$ cat src/rtl/clk_switch_ctrl.sv
// clk_switch_ctrl: sequencer for the glitch-free clock switch and the PLL feeding its clk1 input.
//
// Accepts a clock-select request and, for a move to the PLL, enables the PLL. It then waits
// for synchronised lock, bounded by a timeout, before driving the switch select. After a fixed
// settle time it reports the new clock. On a move back to the reference clock it also powers
// the PLL down at that point. Runs on the always-on reference clock (the switch's clk0).
//
// Optional build macro: CLK_SW_AUTO_FALLBACK_EN
//   Falls back to clk0 automatically when the PLL loses lock while it is the clock in use,
//   and records the event in lock_lost.
//
// Ports:
//   clk            in   always-on reference clock
//   rst_n          in   asynchronous active-low reset
//   req_valid      in   switch request valid
//   req_sel        in   requested clock: 0 = clk0/ref, 1 = clk1/PLL
//   req_ready      out  request accepted when req_valid & req_ready
//   pll_lock_async in   PLL lock, asynchronous to clk
//   pll_en         out  PLL enable
//   sel_clk        out  select to the glitch-free switch
//   cur_sel        out  clock currently in effect (updated after settle)
//   busy           out  sequence in progress
//   err_timeout    out  sticky lock-timeout flag
//   err_clr        in   clears err_timeout and lock_lost
//   lock_lost      out  sticky lock-loss flag (0 without the fallback feature)

module clk_switch_ctrl #(
  parameter int unsigned CNT_W         = 16,
  parameter int unsigned LOCK_TIMEOUT  = 4096,
  parameter int unsigned SETTLE_CYCLES = 16
) (
  input  logic clk,
  input  logic rst_n,
  input  logic req_valid,
  input  logic req_sel,
  output logic req_ready,
  input  logic pll_lock_async,
  output logic pll_en,
  output logic sel_clk,
  output logic cur_sel,
  output logic busy,
  output logic err_timeout,
  input  logic err_clr,
  output logic lock_lost
);

  typedef enum logic [1:0] {
    StIdle,
    StLockWait,
    StSettle
  } state_e;

  localparam logic [CNT_W-1:0] TimeoutLast = CNT_W'(LOCK_TIMEOUT - 1);
  localparam logic [CNT_W-1:0] SettleLast  = CNT_W'(SETTLE_CYCLES - 1);

  state_e           state_q, state_d;
  logic [CNT_W-1:0] cnt_q, cnt_d;
  logic             pll_en_q, pll_en_d;
  logic             sel_clk_q, sel_clk_d;
  logic             cur_sel_q, cur_sel_d;
  logic             err_timeout_q, err_timeout_d;
  logic             err_set;
  logic             lock_meta_q, lock_sync_q;
  logic             fallback_cond;

  // Two-flop synchroniser; lock is only ever consumed as lock_sync_q.
  always_ff @(posedge clk or negedge rst_n) begin
    if (!rst_n) begin
      lock_meta_q <= 1'b0;
      lock_sync_q <= 1'b0;
    end else begin
      lock_meta_q <= pll_lock_async;
      lock_sync_q <= lock_meta_q;
    end
  end

`ifdef CLK_SW_AUTO_FALLBACK_EN
  logic lock_lost_q, lock_lost_d;

  // Lost lock while the PLL is the clock in use: retreat to clk0 ahead of any request.
  assign fallback_cond = (state_q == StIdle) & cur_sel_q & ~lock_sync_q;

  // Set wins over a simultaneous clear.
  always_comb begin
    lock_lost_d = lock_lost_q;
    if (fallback_cond) begin
      lock_lost_d = 1'b1;
    end else if (err_clr) begin
      lock_lost_d = 1'b0;
    end
  end

  always_ff @(posedge clk or negedge rst_n) begin
    if (!rst_n) begin
      lock_lost_q <= 1'b0;
    end else begin
      lock_lost_q <= lock_lost_d;
    end
  end

  assign lock_lost = lock_lost_q;
`else
  assign fallback_cond = 1'b0;
  assign lock_lost     = 1'b0;
`endif

  assign busy      = (state_q != StIdle);
  assign req_ready = (state_q == StIdle) & ~fallback_cond;

  always_comb begin
    state_d   = state_q;
    cnt_d     = cnt_q;
    pll_en_d  = pll_en_q;
    sel_clk_d = sel_clk_q;
    cur_sel_d = cur_sel_q;
    err_set   = 1'b0;
    unique case (state_q)
      StIdle: begin
        if (fallback_cond) begin
          sel_clk_d = 1'b0;
          cnt_d     = '0;
          state_d   = StSettle;
        end else if (req_valid && req_ready && (req_sel != cur_sel_q)) begin
          cnt_d = '0;
          if (req_sel) begin
            pll_en_d = 1'b1;
            state_d  = StLockWait;
          end else begin
            // PLL stays on until the switch has settled onto clk0.
            sel_clk_d = 1'b0;
            state_d   = StSettle;
          end
        end
      end
      StLockWait: begin
        // Lock beats a timeout expiring in the same cycle.
        if (lock_sync_q) begin
          sel_clk_d = 1'b1;
          cnt_d     = '0;
          state_d   = StSettle;
        end else if (cnt_q == TimeoutLast) begin
          pll_en_d = 1'b0;
          err_set  = 1'b1;
          state_d  = StIdle;
        end else begin
          cnt_d = cnt_q + CNT_W'(1);
        end
      end
      StSettle: begin
        if (cnt_q == SettleLast) begin
          cur_sel_d = sel_clk_q;
          state_d   = StIdle;
          if (!sel_clk_q) begin
            pll_en_d = 1'b0;
          end
        end else begin
          cnt_d = cnt_q + CNT_W'(1);
        end
      end
      default: begin
        state_d = StIdle;
      end
    endcase
  end

  // Set wins over a simultaneous clear.
  always_comb begin
    err_timeout_d = err_timeout_q;
    if (err_set) begin
      err_timeout_d = 1'b1;
    end else if (err_clr) begin
      err_timeout_d = 1'b0;
    end
  end

  always_ff @(posedge clk or negedge rst_n) begin
    if (!rst_n) begin
      state_q       <= StIdle;
      cnt_q         <= '0;
      pll_en_q      <= 1'b0;
      sel_clk_q     <= 1'b0;
      cur_sel_q     <= 1'b0;
      err_timeout_q <= 1'b0;
    end else begin
      state_q       <= state_d;
      cnt_q         <= cnt_d;
      pll_en_q      <= pll_en_d;
      sel_clk_q     <= sel_clk_d;
      cur_sel_q     <= cur_sel_d;
      err_timeout_q <= err_timeout_d;
    end
  end

  assign pll_en      = pll_en_q;
  assign sel_clk     = sel_clk_q;
  assign cur_sel     = cur_sel_q;
  assign err_timeout = err_timeout_q;

endmodule

$ cat config.mk
export PLATFORM = sky130hd
export DESIGN_NAME = clk_switch_ctrl
export DESIGN_NICKNAME = d
export VERILOG_FILES = /design/src/rtl/clk_switch_ctrl.sv
export SDC_FILE = /design/constraint.sdc
export NUM_CORES = 1
export LEC_CHECK = 0
export CORE_UTILIZATION = 50
export CTS_CLUSTER_SIZE = 16
export DETAILED_ROUTE_END_ITERATION = 6
export PLACE_DENSITY_LB_ADDON = 0.05
export SLEW_MARGIN = 20
export SYNTH_ARGS = -nofsm -noshare
export SYNTH_HDL_FRONTEND = slang
export SYNTH_SLANG_ARGS = --single-unit
export TNS_END_PERCENT = 5
$ cat constraint.sdc
create_clock -name clk -period 2.4 [get_ports clk]
set_clock_uncertainty 0.15 [all_clocks]
set_input_delay 0.36 -clock clk [delete_from_list [all_inputs] [get_ports clk]]
set_output_delay 0.36 -clock clk [all_outputs]
set_load 0.03 [all_outputs]
# Word level (Yosys, flattened, before mapping)
# Cells that the tools add are included.
# op_classes
addsub	1
eq_ne	16
mux	27
reduce_logical	12
# op_table
operator	n
16-bit two-way mux	4
16-bit case mux with 3 select lines	1
16-bit by 1-bit adder with 16-bit output (second input constant)	1
16-bit by 12-bit == test with 1-bit output (second input constant)	1
16-bit by 4-bit == test with 1-bit output (second input constant)	1
2-bit != test (second input constant)	8
1-bit two-way mux	14
2-bit two-way mux	5
4-bit AND reduction	2
7-bit AND reduction	1
3-bit != test (second input constant)	2
2-bit case mux with 3 select lines	1
2-bit nonzero test	3
1-bit case mux with 3 select lines	1
3-bit AND reduction	1
3-bit nonzero test	1
2-bit by 1-bit == test with 1-bit output (second input constant)	1
2-bit == test (second input constant)	1
1-bit logical AND	2
2-bit zero test	1
2-bit by 1-bit != test with 1-bit output (second input constant)	1
1-bit case mux with 2 select lines	1
2-bit AND reduction	1
1-bit != test	1
# totals
regBits	24
in_bits	6
output_inout_bits	7
wordCells	64

# Depth between registers and ports, before layout
# Gate-level depths: netlist (run 1).
# logic_depth
depth_word	5
depth_mapped	10
mapped_depth_nobuf	7

# Worst setup path before layout (run 1)
# OpenSTA, ideal clock, no wires.
# synth_timing
path_type	register to register
startpoint	reg state_q[0]
endpoint	reg cnt_q[11]
setup_ps	95
t_arrival_ps	2423
required_time_ps	2155
setup_slack_ps	-268
stages_incl_launch_ff	11
path_buffers	3
synth_period_minus_slack_ps	2668
path_cell_list	dfrtp_1 > inv_1 > ha_1 > inv_1 > a21oi_1 > a211o_1 > buf_4 > or3_1 > buf_6 > buf_8 > o31ai_1
# synth_between
elab_chain_len	5
word_cells_on_any_way	11
cone_classes	eq/ne: 5; mux: 1; reduce/logical: 5
# synth_rtl
item	line_no	source
from (decl)	56	state_e state_q, state_d;
from (signal assigned)	178	state_q <= StIdle;
from (signal assigned)	185	state_q <= state_d;
2-bit zero test (*)	108	assign req_ready = (state_q == StIdle) & ~fallback_cond;
via req_ready	36	output logic req_ready,
1-bit logical AND (2 in series)	123	end else if (req_valid && req_ready && (req_sel != cur_sel_q)) begin
2-bit by 1-bit != test with 1-bit output (no line)	n/a	
4-bit AND reduction (no line)	n/a	
to (signal assigned)	186	cnt_q <= cnt_d;
to (decl)	57	logic [CNT_W-1:0] cnt_q, cnt_d;
# Mark *: on every way through the listed nets, which the timed path passes. The rest lies on a longest branch.
# A chain may end at the register's enable or synchronous reset.

# Worst setup path after layout (run 1)
# layout_timing
startpoint	reg cnt_q[1]
endpoint	reg cnt_q[13]
# layout_between
elab_chain_len	4
word_cells_on_any_way	10
cone_classes	add/sub: 1; eq/ne: 4; mux: 4; reduce/logical: 1
# layout_rtl
item	line_no	source
16-bit by 1-bit adder with 16-bit output	146, 157	
16-bit two-way mux	141	end else if (cnt_q == TimeoutLast) begin
16-bit two-way mux	137	if (lock_sync_q) begin
16-bit case mux with 3 select lines	117	unique case (state_q)
# Several ways; a longest one is shown, not always the timed one. The select of a mux whose other input is x is not followed.

==> results by group, run 1 <==
Logic synthesis
  – Sequential area share after synthesis: 0.430
  – Post-synth top area share: 0.430
  – Synth Cell Area: between 1000 and 1500 um^2
  – Synth Warn #: 0
  – Most instantiated library cell after synthesis: dfrtp_1
  – Synth Net Count: 158
  – Post-synth EDFFs: 0
  – Post-synth top cells: 24 x dfrtp_1, 21 x o31ai_1, 10 x nand2_1
  – Mean post-synth cell area: approximately 9.5 um^2
  – Synth area leader: dfrtp_1
  – #FFs+latches synth: 24
  – Distinct cells, synth: 37
  – Synthesized netlist cell count: 147
  – Synth async-reset ratio: 1.00
  – Main synth FF type: dfrtp_1
  – Dominant cells by area after synthesis: dfrtp_1 43%, o31ai_1 11%, ha_1 4.5%, nand3_1 2.9%, o21ai_0 2.9%

Clocking
  – Clock root cell: clkbuf_4
  – Hold_buf cts: 0
  – Clk buf depth: 2
  – CTS clock-pin slew for the worst setup and hold paths: between 0.1 and 0.15 ns
  – H-tree Lvls: 1
  – CTS tree: done
  – CTS buffer count: 3
  – Worst-skew pair later-pin latency: around 0.32 ns
  – # clock sinks: 24

Run status
  – Run status: finished clean

Critical path
  – CP Max Fanout: 15
  – Crit path required time: around 2.5 ns
  – Worst Path Arrival: about 2.4 ns
  – Setup crit end kind: flop
  – Type of the worst setup path: reg2reg
  – Worst setup SP type: flop

Global route
  – Pin count of the biggest net entering global routing: 25
  – Remaining Overflow, GRT: 0
  – Initial antenna violation count: 0
  – First-pass GRT wire length: 5.42 mm
  – GRT Overall Usage: 0.257
  – Vias in the first global route: between 1k and 1.5k

STA
  – RSZ-0062 raised after global routing: yes
  – Setup Viol. Count Final: 0
  – Setup TNS Final: 0 ns
  – Minimum clock period: 2.33 ns
  – Slew Limit Fails: 0
  – Final period util: 0.969
  – Hold Vio Cnt, Final: 0
  – FMAX: between 400 and 500 MHz
  – Hold slack final: 0.223 ns

Drt
  – Antenna-violating nets left: 0
  – First DRT Iteration DRCs: 34
  – Vias/cell: 6.04
  – Avg WL per Cell: 16.0 um
  – Pre-antenna DRT Iters: 4
  – Post-Route WL: approximately 3.3 mm
  – Drt drc: 0
  – Total number of vias: approximately 1.3k

Pwr
  – Pwr dens: around 800 nW/um^2
  – Clk pwr share: 0.160
  – Leak: approximately 0.8 nW
  – Worst vdd ir: between 0.8 and 0.9 mV
  – Total power: between 1 and 1.5 mW
  – Internal power: just over 0.8 mW
  – Comb power frac: 0.499
  – Switching Fraction: 0.407
  – Sequential share of power: 0.341
  – Psw: roughly 0.56 mW

Die
  – # rows: 18
  – Die Span Y: between 50 and 60 um
  – Num ports: 13
  – Die area: around 3000 um^2
  – Initial core utilization: 0.544
  – Die width: roughly 55 um
  – Core area: between 2000 and 3000 um^2

Placement
  – Post-DP HPWL: between 2 and 2.5 mm
  – Gpl congestion: between 0.8 and 0.9
  – Port buffer count: 11

Run
  – # Max-Cap Violations: 0

Hold path
  – Worst Hold Class: reg2reg

Final layout
  – Total Nets Final: around 190
  – Fill count: roughly 220
  – Area growth, synth to finish: 24.5%
  – Ant. Diodes: 0
  – Share of post-route cells with drive strength above 1: 0.226
## per-stage QoR
stage,area [um^2],setup slack (ns),cells,utilization
floorplan,1400,-0.00866,147,-
global placement,1660,-0.0419,202,0.645
detailed placement,1660,-0.163,202,0.645
CTS,1710,0.0486,206,0.666
global route,1740,-0.0155,207,0.678
finish,1740,0.0750,207,0.678
## layer usage
layer | global-route usage | vias to the layer above | part of all wire
li1 | - | 613 | -
met1 | 0.364 | 611 | 0.47
met2 | 0.400 | 25 | 0.48
met3 | 0.0389 | 2 | 0.037
met4 | 0.0726 | 0 | 0.0045
met5 | 0 | - | 0
## power groups by stage
| stage | registers [mW] | clock network [mW] | logic (mW) |
|---|---|---|---|
| detailed placement | 0.479 | 0 | 0.659 |
| global route | 0.476 | 0.237 | 0.747 |
| global placement | 0.476 | 0 | 0.637 |
| CTS | 0.470 | 0.225 | 0.677 |
| finish | 0.469 | 0.220 | 0.688 |
| floorplan | 0.500 | 0 | 0.440 |
## repair_timing
action                     in CTS  in global routing
gates resized for setup         3                  5
buffers inserted                0                  1
setup endpoints to repair       2                 11
pin swaps                       2                  0
## area by class of cell
cell class,instances,area (um^2),share of cell area
Clock buffer,4,36.3,0.0208
Timing Repair Buffer,34,287,0.165
Tap cell,30,37.5,0.0216
Inverter,8,32.5,0.0187
Sequential cell,24,601,0.345
Multi-Input combinational cell,107,747,0.429
## kinds of logic (layout without fill, tap and decap cells)
kind of cell,Yosys count,after routing,share of synthesized area
xor gates and xnor gates,1,1,0.00627
and+or+nand+nor,47,47,0.184
muxes,4,4,0.0304
other,1,1,0.00268
AOI/OAI and AO/OA,49,49,0.238
adders and majority gates,5,5,0.0448
buffers and inverters,16,46,0.0644
DFF,24,24,0.430
## final timing paths
kind,cells after the start,start,slack [ns],end
setup / recovery,8,cnt_q[1]$_DFFE_PN0P_,0.07,cnt_q[13]$_DFFE_PN0P_
hold / removal,0,lock_meta_q$_DFF_PN0_,0.22,lock_sync_q$_DFF_PN0_
setup reg to reg,8,cnt_q[1]$_DFFE_PN0P_,0.07,cnt_q[13]$_DFFE_PN0P_
hold reg to reg,0,lock_meta_q$_DFF_PN0_,0.22,lock_sync_q$_DFF_PN0_
max in group asynchronous,2,rst_n,1.64,cnt_q[13]$_DFFE_PN0P_
min in group asynchronous,2,rst_n,0.23,cnt_q[10]$_DFFE_PN0P_
## registers in the layout (all words and copies together), names as in the netlist
register     count
state_q          2
lock_meta_q      1
sel_clk          1
err_timeout      1
lock_sync_q      1
cnt_q           16
pll_en           1
cur_sel          1
## critical path: stages, from the launching register on
cell,delay (ns)
dfrtp_1,0.44
ha_1,0.23
nand3_2,0.12
nor4_1,0.06
buf_4,0.13
a211o_1,0.30
or3_1,0.38
buf_6,0.17
o31ai_2,0.26
## placed cells by master, fill, tap and decap left out, types with 2 or more instances in the layout
| cell | synthesis | routed |
|---|---|---|
| nor2b_1 | 4 | 3 |
| nor2_1 | 8 | 8 |
| dfrtp_1 | 24 | 24 |
| nand3_1 | 8 | 7 |
| or3_1 | 2 | 2 |
| a21oi_1 | 6 | 6 |
| mux2_2 | 2 | 2 |
| o21ai_0 | 8 | 8 |
| nand4_1 | 4 | 4 |
| nand2_1 | 10 | 10 |
| or4_1 | 3 | 3 |
| buf_4 | 2 | 22 |
| mux2i_1 | 2 | 2 |
| o31ai_1 | 21 | 18 |
| and3_1 | 2 | 2 |
| clkbuf_4 | 0 | 3 |
| o21ai_1 | 2 | 2 |
| clkdlybuf4s50_1 | 0 | 11 |
| inv_1 | 8 | 7 |
| a31oi_1 | 5 | 5 |
| ha_1 | 5 | 4 |
| o31ai_2 | 0 | 3 |
(Power assumes the default switching activity.)
==> run 2, diff against run 1 <==
- CAP_MARGIN: default -> 15
==> results of run 2 <==
Final layout, timing and power as in run 1 (identical DEF).
